File: src/rtl/pipeline_sequencer.sv
// Central stall/flush controller for the five-stage pipeline: per-stage stall/invalidate,
// fetch PC-source select, redirect recovery / WFI sleep FSM and two performance counters.
module pipeline_sequencer #(
    parameter int STALL_COUNT_WIDTH    = 32,
    parameter int REDIRECT_COUNT_WIDTH = 16
) (
    input  logic                            clk,
    input  logic                            reset,
    input  logic [4:0]                      rs1_addr_dec,
    input  logic [4:0]                      rs2_addr_dec,
    input  logic                            uses_rs1_dec,
    input  logic                            uses_rs2_dec,
    input  logic                            csr_read_dec,
    input  logic [4:0]                      rd_addr_ex,
    input  logic                            load_ex,
    input  logic                            csr_hazard_ex,
    input  logic                            branch_taken_mem,
    input  logic                            mem_busy,
    input  logic                            fetch_busy,
    input  logic                            trap_wb,
    input  logic                            mret_wb,
    input  logic                            wfi_wb,
    input  logic                            interrupt_pending,
    output logic                            stall_fetch,
    output logic                            stall_decode,
    output logic                            stall_execute,
    output logic                            stall_memory,
    output logic                            invalidate_fetch,
    output logic                            invalidate_decode,
    output logic                            invalidate_execute,
    output logic                            invalidate_memory,
    output logic [1:0]                      pc_select,
    output logic                            sleeping,
    output logic [STALL_COUNT_WIDTH-1:0]    stall_count,
    output logic [REDIRECT_COUNT_WIDTH-1:0] redirect_count
);

    typedef enum logic [1:0] {
        ST_RUN      = 2'd0,
        ST_REDIRECT = 2'd1,
        ST_WFI      = 2'd2
    } state_t;

    localparam logic [1:0] PC_SEQ    = 2'd0;
    localparam logic [1:0] PC_BRANCH = 2'd1;
    localparam logic [1:0] PC_TRAP   = 2'd2;
    localparam logic [1:0] PC_MEPC   = 2'd3;

    localparam logic [STALL_COUNT_WIDTH-1:0]    STALL_ONE    = {{(STALL_COUNT_WIDTH-1){1'b0}}, 1'b1};
    localparam logic [REDIRECT_COUNT_WIDTH-1:0] REDIRECT_ONE = {{(REDIRECT_COUNT_WIDTH-1){1'b0}}, 1'b1};

    // Vector bit order: [3]=fetch, [2]=decode, [1]=execute, [0]=memory
    localparam logic [3:0] SEL_NONE    = 4'b0000;
    localparam logic [3:0] SEL_ALL     = 4'b1111;
    localparam logic [3:0] SEL_FETCH   = 4'b1000;
    localparam logic [3:0] SEL_DECODE  = 4'b0100;
    localparam logic [3:0] SEL_MEMORY  = 4'b0001;
    localparam logic [3:0] SEL_FRONT2  = 4'b1100;
    localparam logic [3:0] SEL_FRONT3  = 4'b1110;

    state_t                          state_reg;
    state_t                          state_next;
    logic                            sleeping_reg;
    logic [STALL_COUNT_WIDTH-1:0]    stall_count_reg;
    logic [REDIRECT_COUNT_WIDTH-1:0] redirect_count_reg;

    logic [3:0] stall_vec;
    logic [3:0] inv_vec;
    logic [1:0] pc_sel;

    // ------------------------------------------------------------------
    // Hazard detection
    // ------------------------------------------------------------------
    logic [4:0] src_addr [2];
    logic [1:0] src_used;
    logic [1:0] src_match;
    logic       load_use_hazard;
    logic       csr_hazard;

    assign src_addr[0] = rs1_addr_dec;
    assign src_addr[1] = rs2_addr_dec;
    assign src_used    = {uses_rs2_dec, uses_rs1_dec};

    genvar gi;
    generate
        for (gi = 0; gi < 2; gi++) begin : g_src_match
            assign src_match[gi] = src_used[gi] && (src_addr[gi] == rd_addr_ex);
        end
    endgenerate

    // x0 is never a real producer, so a zero destination cannot cause a load-use stall
    assign load_use_hazard = load_ex && (rd_addr_ex != 5'd0) && (|src_match);
    assign csr_hazard      = csr_hazard_ex && csr_read_dec;

    // ------------------------------------------------------------------
    // Next-state and stage-control decode, strict priority order
    // ------------------------------------------------------------------
    always_comb begin
        stall_vec  = SEL_NONE;
        inv_vec    = SEL_NONE;
        pc_sel     = PC_SEQ;
        state_next = state_reg;

        if (reset) begin
            inv_vec    = SEL_ALL;
            state_next = ST_RUN;
        end else if (trap_wb || mret_wb) begin
            inv_vec    = SEL_ALL;
            pc_sel     = trap_wb ? PC_TRAP : PC_MEPC;
            state_next = ST_REDIRECT;
        end else if (state_reg == ST_WFI) begin
            stall_vec = SEL_FETCH;
            inv_vec   = SEL_ALL;
            if (interrupt_pending) begin
                state_next = ST_RUN;
            end
        end else if ((state_reg == ST_RUN) && wfi_wb && !interrupt_pending) begin
            stall_vec  = SEL_FETCH;
            inv_vec    = SEL_ALL;
            state_next = ST_WFI;
        end else if ((state_reg == ST_RUN) && branch_taken_mem) begin
            pc_sel     = PC_BRANCH;
            inv_vec    = SEL_FRONT3;
            state_next = ST_REDIRECT;
        end else begin
            if (mem_busy) begin
                stall_vec = SEL_ALL;
                inv_vec   = SEL_MEMORY;
            end else if (load_use_hazard || csr_hazard) begin
                stall_vec = SEL_FRONT2;
                inv_vec   = SEL_DECODE;
            end else if (fetch_busy) begin
                inv_vec = SEL_FETCH;
            end

            // The recovery cycle squashes the wrong-path fetch still in flight;
            // an unexpected encoding is also steered back to RUN here.
            if (state_reg == ST_REDIRECT) begin
                inv_vec[3] = 1'b1;
            end
            if (state_reg != ST_RUN) begin
                state_next = ST_RUN;
            end
        end
    end

    // ------------------------------------------------------------------
    // State and counters
    // ------------------------------------------------------------------
    always_ff @(posedge clk) begin
        if (reset) begin
            state_reg          <= ST_RUN;
            sleeping_reg       <= 1'b0;
            stall_count_reg    <= '0;
            redirect_count_reg <= '0;
        end else begin
            state_reg    <= state_next;
            sleeping_reg <= (state_next == ST_WFI);
            if (stall_vec[2] && (stall_count_reg != '1)) begin
                stall_count_reg <= stall_count_reg + STALL_ONE;
            end
            if (pc_sel != PC_SEQ) begin
                redirect_count_reg <= redirect_count_reg + REDIRECT_ONE;
            end
        end
    end

    assign stall_fetch        = stall_vec[3];
    assign stall_decode       = stall_vec[2];
    assign stall_execute      = stall_vec[1];
    assign stall_memory       = stall_vec[0];
    assign invalidate_fetch   = inv_vec[3];
    assign invalidate_decode  = inv_vec[2];
    assign invalidate_execute = inv_vec[1];
    assign invalidate_memory  = inv_vec[0];
    assign pc_select          = pc_sel;
    assign sleeping           = sleeping_reg;
    assign stall_count        = stall_count_reg;
    assign redirect_count     = redirect_count_reg;

endmodule

File: config.mk
export PLATFORM = sky130hd
export DESIGN_NAME = pipeline_sequencer
export DESIGN_NICKNAME = d
export VERILOG_FILES = /design/src/rtl/pipeline_sequencer.sv
export SDC_FILE = /design/constraint.sdc
export NUM_CORES = 1
export LEC_CHECK = 0
export CORE_UTILIZATION = 32
export DETAILED_ROUTE_END_ITERATION = 8
export PLACE_DENSITY = 0.62
export SLEW_MARGIN = 20
export SYNTH_ARGS = -nofsm -noshare
export SYNTH_HDL_FRONTEND = slang
export SYNTH_SLANG_ARGS = --single-unit
File: constraint.sdc
create_clock -name clk -period 2.5 [get_ports clk]
set_input_delay 0.625 -clock clk [delete_from_list [all_inputs] [get_ports clk]]
set_output_delay 0.625 -clock clk [all_outputs]
set_load 0.005 [all_outputs]
# --- Yosys cells after proc, flatten, opt, wreduce, memory -nomap -nowiden ---
# Index checks and enable logic that the tools add are counted.
classes:
  add_sub_neg: 2
  order_cmp: 0
  n_shift: 0
  n_mul: 0
  eq_ne: 6
  reduce_logical: 17
  n_bitwise: 0
  div: 0
  mux: 29
ops:
  columns: ["op", "count"]
  rows:
  - ["2-to-1 mux 4 bit", 15]
  - ["adder 32 x 1 -> 32 bit, second input constant", 1]
  - ["inequality test 32 bit, second input constant", 1]
  - ["2-to-1 mux 2 bit", 9]
  - ["adder 16 x 1 -> 16 bit, second input constant", 1]
  - ["equality test 5 bit", 2]
  - ["logical AND 1 bit", 9]
  - ["2-to-1 mux 1 bit", 5]
  - ["nonzero test 5 bit", 1]
  - ["equality test 2 bit, second input constant", 2]
  - ["nonzero test 2 bit", 2]
  - ["equality test 2 x 1 -> 1 bit, second input constant", 1]
  - ["zero test 2 bit", 1]
  - ["logical OR 1 bit", 2]
  - ["OR reduction 2 bit", 1]
  - ["zero test 1 bit", 1]
totals:
  memories: 0
  ramBits: 0
  in_bits: 29
  romBits: 0
  out_inout_bits: 59
  latchBits: 0
  register_bits: 51
  wordCells: 58

# --- Depth between registers and ports, before layout ---
# Gate-level depths: netlist of the first run.
logic_depth:
  ltp_word: 13
  ltp_mapped: 10

# --- Least setup slack after synthesis of the first run ---
# No wires, ideal clock.
synth_timing:
  kind: "input to output"
  startpoint: "input branch_taken_mem"
  endpoint: "output stall_decode"
  required_ns: 1.875
  slack_ns: 0.057
  arrival_time_ns: 1.818
  cell_stages: 7
  path_buffers: 2
  path_cell_list: "or3b_2 > and3_1 > nand3b_1 > and2_1 > buf_6 > buf_6 > inv_2"
synth_via:
  elab_chain_len: 6
synth_rtl:
  columns: ["element", "line", "text"]
  rows:
  - ["start, declared", "17", "input logic branch_taken_mem,"]
  - ["logical AND 1 bit", "121", "end else if ((state_reg == ST_RUN) && branch_taken_mem) begin"]
  - ["2-to-1 mux 4 bit", "121", null]
  - ["2-to-1 mux 4 bit", "117", "end else if ((state_reg == ST_RUN) && wfi_wb && !interrupt_pending) begin"]
  - ["2-to-1 mux 4 bit", "111", "end else if (state_reg == ST_WFI) begin"]
  - ["2-to-1 mux 4 bit", "107", "end else if (trap_wb || mret_wb) begin"]
  - ["2-to-1 mux 4 bit", "104", "if (reset) begin"]
  - ["end, declared", "25", "output logic stall_decode,"]
# No other way between the ends.

# --- Worst setup path in the final report of the first run ---
layout_timing:
  startpoint: "input rd_addr_ex[2]"
  endpoint: "output invalidate_fetch"
layout_via:
  elab_chain_len: 13
  word_cells_on_any_way: 17
layout_rtl:
  columns: ["element", "line", "text"]
  rows:
  - ["start, declared", "14", "input logic [4:0] rd_addr_ex,"]
  - ["equality test 5 bit", "87", "assign src_match[gi] = src_used[gi] && (src_addr[gi] == rd_addr_ex);"]
  - ["logical AND 1 bit", "87", null]
  - ["OR reduction 2 bit", "92", "assign load_use_hazard = load_ex && (rd_addr_ex != 5'd0) && (|src_match);"]
  - ["logical AND 1 bit *", "92", null]
  - ["logical OR 1 bit *", "129", "end else if (load_use_hazard || csr_hazard) begin"]
  - ["2-to-1 mux 4 bit *", "129", null]
  - ["2-to-1 mux 4 bit *", "126", "if (mem_busy) begin"]
  - ["2-to-1 mux 1 bit *", "138", "if (state_reg == ST_REDIRECT) begin"]
  - ["2-to-1 mux 4 bit *", "121", null]
  - ["2-to-1 mux 4 bit *", "117", null]
  - ["2-to-1 mux 4 bit *", "111", null]
  - ["2-to-1 mux 4 bit *", "107", null]
  - ["2-to-1 mux 4 bit *", "104", null]
  - ["end, declared", "28", "output logic invalidate_fetch,"]
# Mark *: on every way between the ends. The rest lies on a longest branch, timed or not.

==> results of run 1 <==
## worst reg2reg max path, stage by stage (launching register included)
cell and delay [ns]:
dfxtp_1 0.45, nand4_1 0.21, or3b_1 0.46, nor2_1 0.19, and4_1 0.53, or4_1 0.19
a21oi_1 0.06
## worst paths after layout
path / from / to / slack [ns]
max: rd_addr_ex[2] / invalidate_fetch / -0.10
min: stall_count[9]$_SDFFE_PP0P_ / stall_count[9]$_SDFFE_PP0P_ / 0.51
max reg2reg: stall_count[18]$_SDFFE_PP0P_ / stall_count[3]$_SDFFE_PP0P_ / 0.30
min reg2reg: stall_count[9]$_SDFFE_PP0P_ / stall_count[9]$_SDFFE_PP0P_ / 0.51
## layout by cell type (no fill, tap or decap), types with 6 or more instances in the layout
cell type	count
a21oi_1	32
buf_2	7
buf_4	30
buf_6	7
clkbuf_8	7
clkdlybuf4s15_1	8
clkdlybuf4s50_1	54
dfxtp_1	51
dlygate4sd2_1	10
inv_1	7
nand2_1	20
nand3_1	16
nand4_1	14
nor2_1	24
nor2b_1	6
o21ai_0	8
o31ai_1	21
or3_1	9
or4_1	21
xnor2_1	13
## layout make-up
| class | instances | area (um2) | area share, % |
|---|---|---|---|
| timing repair buffer | 121 | 1100 | 26.8 |
| sequential | 51 | 1020 | 24.8 |
| clock inverter | 1 | 7.51 | 0.182 |
| multi-input combinational | 254 | 1720 | 41.8 |
| clock buffer | 7 | 96.3 | 2.34 |
| tap | 105 | 131 | 3.19 |
| inverter | 9 | 36.3 | 0.881 |
## cells by family (layout without fill, tap and decap cells)
| group | after synthesis | after routing |
|---|---|---|
| buf+inv | 29 | 138 |
| flops | 51 | 51 |
| fa+ha+maj | 2 | 2 |
| simple gates | 154 | 154 |
| compound gates | 71 | 71 |
| mux | 7 | 7 |
| xor+xnor | 20 | 20 |
## metal layers
| layer | up-vias | track usage, % |
|---|---|---|
| li1 | 1448 | - |
| met1 | 1346 | 20.4 |
| met2 | 79 | 29.4 |
| met3 | 5 | 6.38 |
| met4 | 0 | 2.36 |
| met5 | - | 0 |
## through the flow
stage | hold slack, ns | total power, mW | std cells | setup TNS, ns | cell area, um2
final | 0.506 | 1.57 | 548 | -0.224 | 4120
after global routing | 0.541 | 1.64 | 548 | -0.438 | 4120
after CTS | 0.510 | 1.59 | 546 | -0.144 | 4070
after detailed placement | 0.495 | 1.03 | 533 | -24.28 | 3880
after global placement | 0.480 | 1.02 | 533 | -22.51 | 3880
after floorplan | 0.451 | 0.919 | 334 | 0 | 2800
## power groups by stage
stage / registers (mW) / clock network (mW) / logic, mW
global placement: 0.846 / 0 / 0.177
floorplan: 0.846 / 0 / 0.0730
detailed placement: 0.847 / 0 / 0.180
finish: 0.828 / 0.547 / 0.197
global route: 0.830 / 0.600 / 0.214
CTS: 0.828 / 0.567 / 0.190
## repair_timing
item	in CTS	in global routing
setup buffers	5	2
pin swaps	25	17
setup endpoints to repair	41	23
resized for setup	96	14
==> impl_metrics.toml, run 1 <==
[pwr]
p_sw_uw = 388
seqPwrFrac_pct = 52.7
irDropWorstVdd_mv = 0.209
clock_power_share_pct = 34.8
powerDensity_nw_per_um2 = 382
swShare_pct = 24.7
p_int_mw = 1.18
combPwrFrac_pct = 12.5
p_leak_nw = 1.45

[route]
wl_met3_um = 602
met1_length_um = 3290
wl_met2_um = 3530
drt_first_pass_iters = 4
vias = 2878
top_layer_used = "met4"
drtAntennaViolNets = 0
first_iter_violations = 108
avgRoutedWirePerCell_um = 13.6
via_per_inst = 5.25
wirelength_um = 7460
drc_errors = 0

[die]
die_y_um = 95.5
rows = 33
initial_core_util_pct = 33.6
core_area_um2 = 8340
ios = 88
die_w_um = 95.5
die_area_um2 = 9130

[global_route]
grt_max_degree = 56
grt_pass1_vias = 2718
antenna_found_initial = 0
gr-usage-all-layers_pct = 17.0
overflow = 0
grt_pass1_wl_um = 12400

[run_status]
violations = "setup timing"
run_status = "complete, but fails checks"

[sta]
skew_ns = 0.00905
timing.final.ws_setup_ns = -0.102
max_freq_mhz = 384
rsz0062_at_grt = "true"
final-setup-viol-count = 4
layout_min_cycle_time_ns = 2.60
worstMarginPinSlew_ns = 0.475
drv_slew = 0
finalHoldViolations = 0
fin_crit_sh_pct = 104
maxSlewHeadroom_pct = 68.3

[synth]
yosysTopAreaCell = "dfxtp_1"
ys_ff_latch = 51
synth_area_um2 = 2800
synth_nets = 365
async_flop_share_pct = 0
synth.mux.area_fraction_pct = 2.73
yosysTopAreaCellShare_pct = 36.5
yosys_most_used_dff = "dfxtp_1"
synth_compound_gate_area_share_pct = 15.5
synthCells = 334
synth.distinct_cells = 49
synth_common_cells = "dfxtp_1, a21oi_1, nor2_1"
ys_warn_count = 0
synth_edf_count = 0
synth_top_family_by_area = "simple AND/OR/NAND/NOR gates"
synth-seq-area-share_pct = 36.5
synthSimpleGateAreaFrac_pct = 32.2
synth-xor-area-share_pct = 6.26
syn_avg_cell_area_um2 = 8.38
yosysMostFrequentCell = "dfxtp_1"
yosys-top-cells-area = "dfxtp_1, or4_1, a21oi_1, o31ai_1, xnor2_1"
synth_fa_ha_area_share_pct = 0.894

[layout]
largest_reg_flops = 32
post-route-util_pct = 49.4
n_antenna_cell = 0
drive_above_1_share_pct = 20.5
nets = 473
syn2layout_area_growth_pct = 47.1
n_fill_cell = 818

[min_path]
hold_class = "register to register"
holdPathStages = 2

[worst_setup_path]
critPathMaxFanout = 3
worst_setup_path_end_kind = "primary output"
crit_arrival_ns = 1.98
path_class = "input pin to primary output"
worst-path-stages = 10
critical-path-slowest-cell = "a221o_1"
cp-start-kind = "input pin"
worstRegToRegCells = 6
cp_cell_sequence = "buf_6 -> buf_6 -> xnor2_2 -> nand4_1 -> o22ai_2 -> nand2b_4 -> nand2_4 -> nor2_4 -> a221o_1 -> buf_2"
cpMostUsedCell = "buf_6"
slowest_delay_ns = 0.30
cp_top_family = "compound AO/OA/AOI/OAI gates"
path_buf_inv = 3
cp.required_ns = 1.88

[clocking]
hold_buffers = 0
cts_buffers = 5
clk_pin_slew_ns = 0.10
root_buffer = "clkbuf_8"
clk_latency_ns = 0.31
clkSinkCount = 51
cts.path.max_buffers = 2
cts_htree_levels = 2
cts_tree = "yes"

[placement]
gp_congestion = 0.741
portBuffers = 87
dp_hpwl_um = 5140
place_ws_ns = -0.877

[job]
cap_violations = 0
Power figures use the tool's default switching activity.
==> run 2: changes to the inputs <==
--- a/config.mk
+++ b/config.mk
@@ -5,9 +5,12 @@
 export SDC_FILE = /design/constraint.sdc
 export NUM_CORES = 1
 export LEC_CHECK = 0
-export CORE_UTILIZATION = 32
+export CELL_PAD_IN_SITES_DETAIL_PLACEMENT = 0
+export CELL_PAD_IN_SITES_GLOBAL_PLACEMENT = 2
+export CORE_UTILIZATION = 25
+export CTS_BUF_LIST = sky130_fd_sc_hd__clkbuf_4 sky130_fd_sc_hd__clkbuf_8
 export DETAILED_ROUTE_END_ITERATION = 8
-export PLACE_DENSITY = 0.62
+export PLACE_DENSITY = 0.8
 export SLEW_MARGIN = 20
 export SYNTH_ARGS = -nofsm -noshare
 export SYNTH_HDL_FRONTEND = slang
==> run 2 against run 1 <==
  * The flow still finishes with violations (setup timing)
  * Non-clock buffer count down 2
  * Final cell count up 6.0%
  * Worst hold slack worse by 0.0058 ns
  * Fmax up 1.0%
  * Clock skew down 0.00067 ns
  * Design area up 1.0%
  * Clock power down 11%
  * Critical endpoint unchanged
  * Setup slack better by 0.026 ns
  * Register-to-register slack better by 0.08 ns
  * Wire length up 2.8%
==> impl_metrics.toml, run 2 (same netlist as run 1, synthesis figures left out) <==
[layout]
final_common_cell = "clkdlybuf4s50_1"
n_fill_cell = 1115
nets = 471
n_antenna_cell = 0
fin_cells = 581
drive_above_1_share_pct = 21.1
layout_common_cells = "clkdlybuf4s50_1, dfxtp_1, a21oi_1"
multi_input_area_um2 = 1750
register_area_um2 = 1020
post-route-util_pct = 38.2
syn2layout_area_growth_pct = 48.5
largest_reg_flops = 32

[clocking]
clk_latency_ns = 0.30
cts_buffers = 5
hold_buffers = 0
cts_tree = "yes"
root_buffer = "clkbuf_8"
clk_pin_slew_ns = 0.10
clkSinkCount = 51
cts.path.max_buffers = 2
cts_htree_levels = 2

[route]
avgRoutedWirePerCell_um = 13.2
first_iter_violations = 56
via_per_inst = 4.91
vias = 2854
drtAntennaViolNets = 0
wirelength_um = 7670
drt_first_pass_iters = 4
drc_errors = 0

[placement]
gp_congestion = 0.782
portBuffers = 87
place_ws_ns = -0.826
dp_hpwl_um = 5440
placedCellCount = 569

[die]
core_area_um2 = 10900
rows = 38
initial_core_util_pct = 25.7
ios = 88
die_y_um = 108
die_w_um = 108
die_area_um2 = 11600

[sta]
fin_crit_sh_pct = 103
layout_min_cycle_time_ns = 2.58
finalHoldViolations = 0
skew_ns = 0.00838
hold_ws_ns = 0.501
rsz0062_at_grt = "true"
timing.final.ws_setup_ns = -0.0761
worstMarginPinSlew_ns = 0.586
maxSlewHeadroom_pct = 60.9
final-setup-viol-count = 3
max_freq_mhz = 388
drv_slew = 0

[global_route]
antenna_found_initial = 0
grt_pass1_wl_um = 12900
grt_max_degree = 56
overflow = 0
gr-usage-all-layers_pct = 13.6
grt_pass1_vias = 2702

[worst_setup_path]
ff2ff_setup_slack_ns = 0.38
path_class = "input pin to primary output"
critPathMaxFanout = 3
cp-start-kind = "input pin"
cp.required_ns = 1.88
worst_setup_path_end_kind = "primary output"
crit_arrival_ns = 1.95

[job]
cap_violations = 0

[pwr]
fin_total_pwr_mw = 1.51
powerDensity_nw_per_um2 = 363
p_leak_nw = 1.44
irDropWorstVdd_mv = 0.198

[min_path]
hold_class = "register to register"

[run_status]
run_status = "complete, but fails checks"
violations = "setup timing"
run 2: cell count changes in the layout (fill, tap and decap cells not counted), sizes merged:
cell,change
clkinv,+1
clkbuf,-3
clkinvlp,+1
clkdlybuf4s50,+2
dlymetal6s2s,-2
buf,-1
run 2: what timing repair did:
| item | in CTS | in global routing |
|---|---|---|
| gates cloned | 0 | 0 |
| setup endpoints to repair | 41 | 38 |
| gates resized for setup | 103 | 14 |
| buffers inserted | 6 | 0 |
| pin swaps | 22 | 13 |
run 2: through the flow:
stage                     area, um2  TNS (ns)
after floorplan                2800         0
after global placement         3920    -23.54
after detailed placement       3920    -24.74
after CTS                      4130    -0.128
after global routing           4160    -0.368
final                          4160    -0.122
run 2: worst paths after layout:
| path | start | to | cells past startpoint |
|---|---|---|---|
| setup / recovery | rd_addr_ex[2] | invalidate_fetch | 10 |
| hold / removal | stall_count[4]$_SDFFE_PP0P_ | stall_count[4]$_SDFFE_PP0P_ | 2 |
| setup reg to reg | state_reg[1]$_SDFF_PP0_ | redirect_count[14]$_SDFFE_PP0P_ | 10 |
| hold reg to reg | stall_count[4]$_SDFFE_PP0P_ | stall_count[4]$_SDFFE_PP0P_ | 2 |
run 2: final cells by class:
cell class | count | share of cell area, %
multi-input combinational | 254 | 42.2
timing repair buffer | 119 | 26.1
sequential | 51 | 24.6
tap | 140 | 4.21
clock buffer | 5 | 1.66
inverter | 9 | 0.873
clock inverter | 3 | 0.481
run 2: power breakdown:
part           switching [mW]  internal, mW  leakage, nW
clock network           0.291         0.196       0.0402
registers             0.00832         0.820        0.412
logic                  0.0840         0.111        0.984
total                   0.384          1.13         1.44
run 2: metal layers:
| layer | wire length, um | part of all wire, % | GRT usage (%) | up-vias |
|---|---|---|---|---|
| met5 | 0 | 0 | 0 | - |
| met4 | 26 | 0.34 | 2.35 | 0 |
| met3 | 625 | 8.1 | 4.96 | 2 |
| met2 | 3500 | 46 | 22.6 | 76 |
| met1 | 3520 | 46 | 17.0 | 1326 |
| li1 | - | - | - | 1450 |
run 2: worst max-delay path: stages:
cell and delay, ns:
buf_6 0.10, buf_6 0.11, xnor2_2 0.13, nand4_1 0.12, o22ai_2 0.26, nand2b_4 0.08, nand2_4 0.07, nor2_2 0.03
a221o_1 0.31, buf_2 0.13
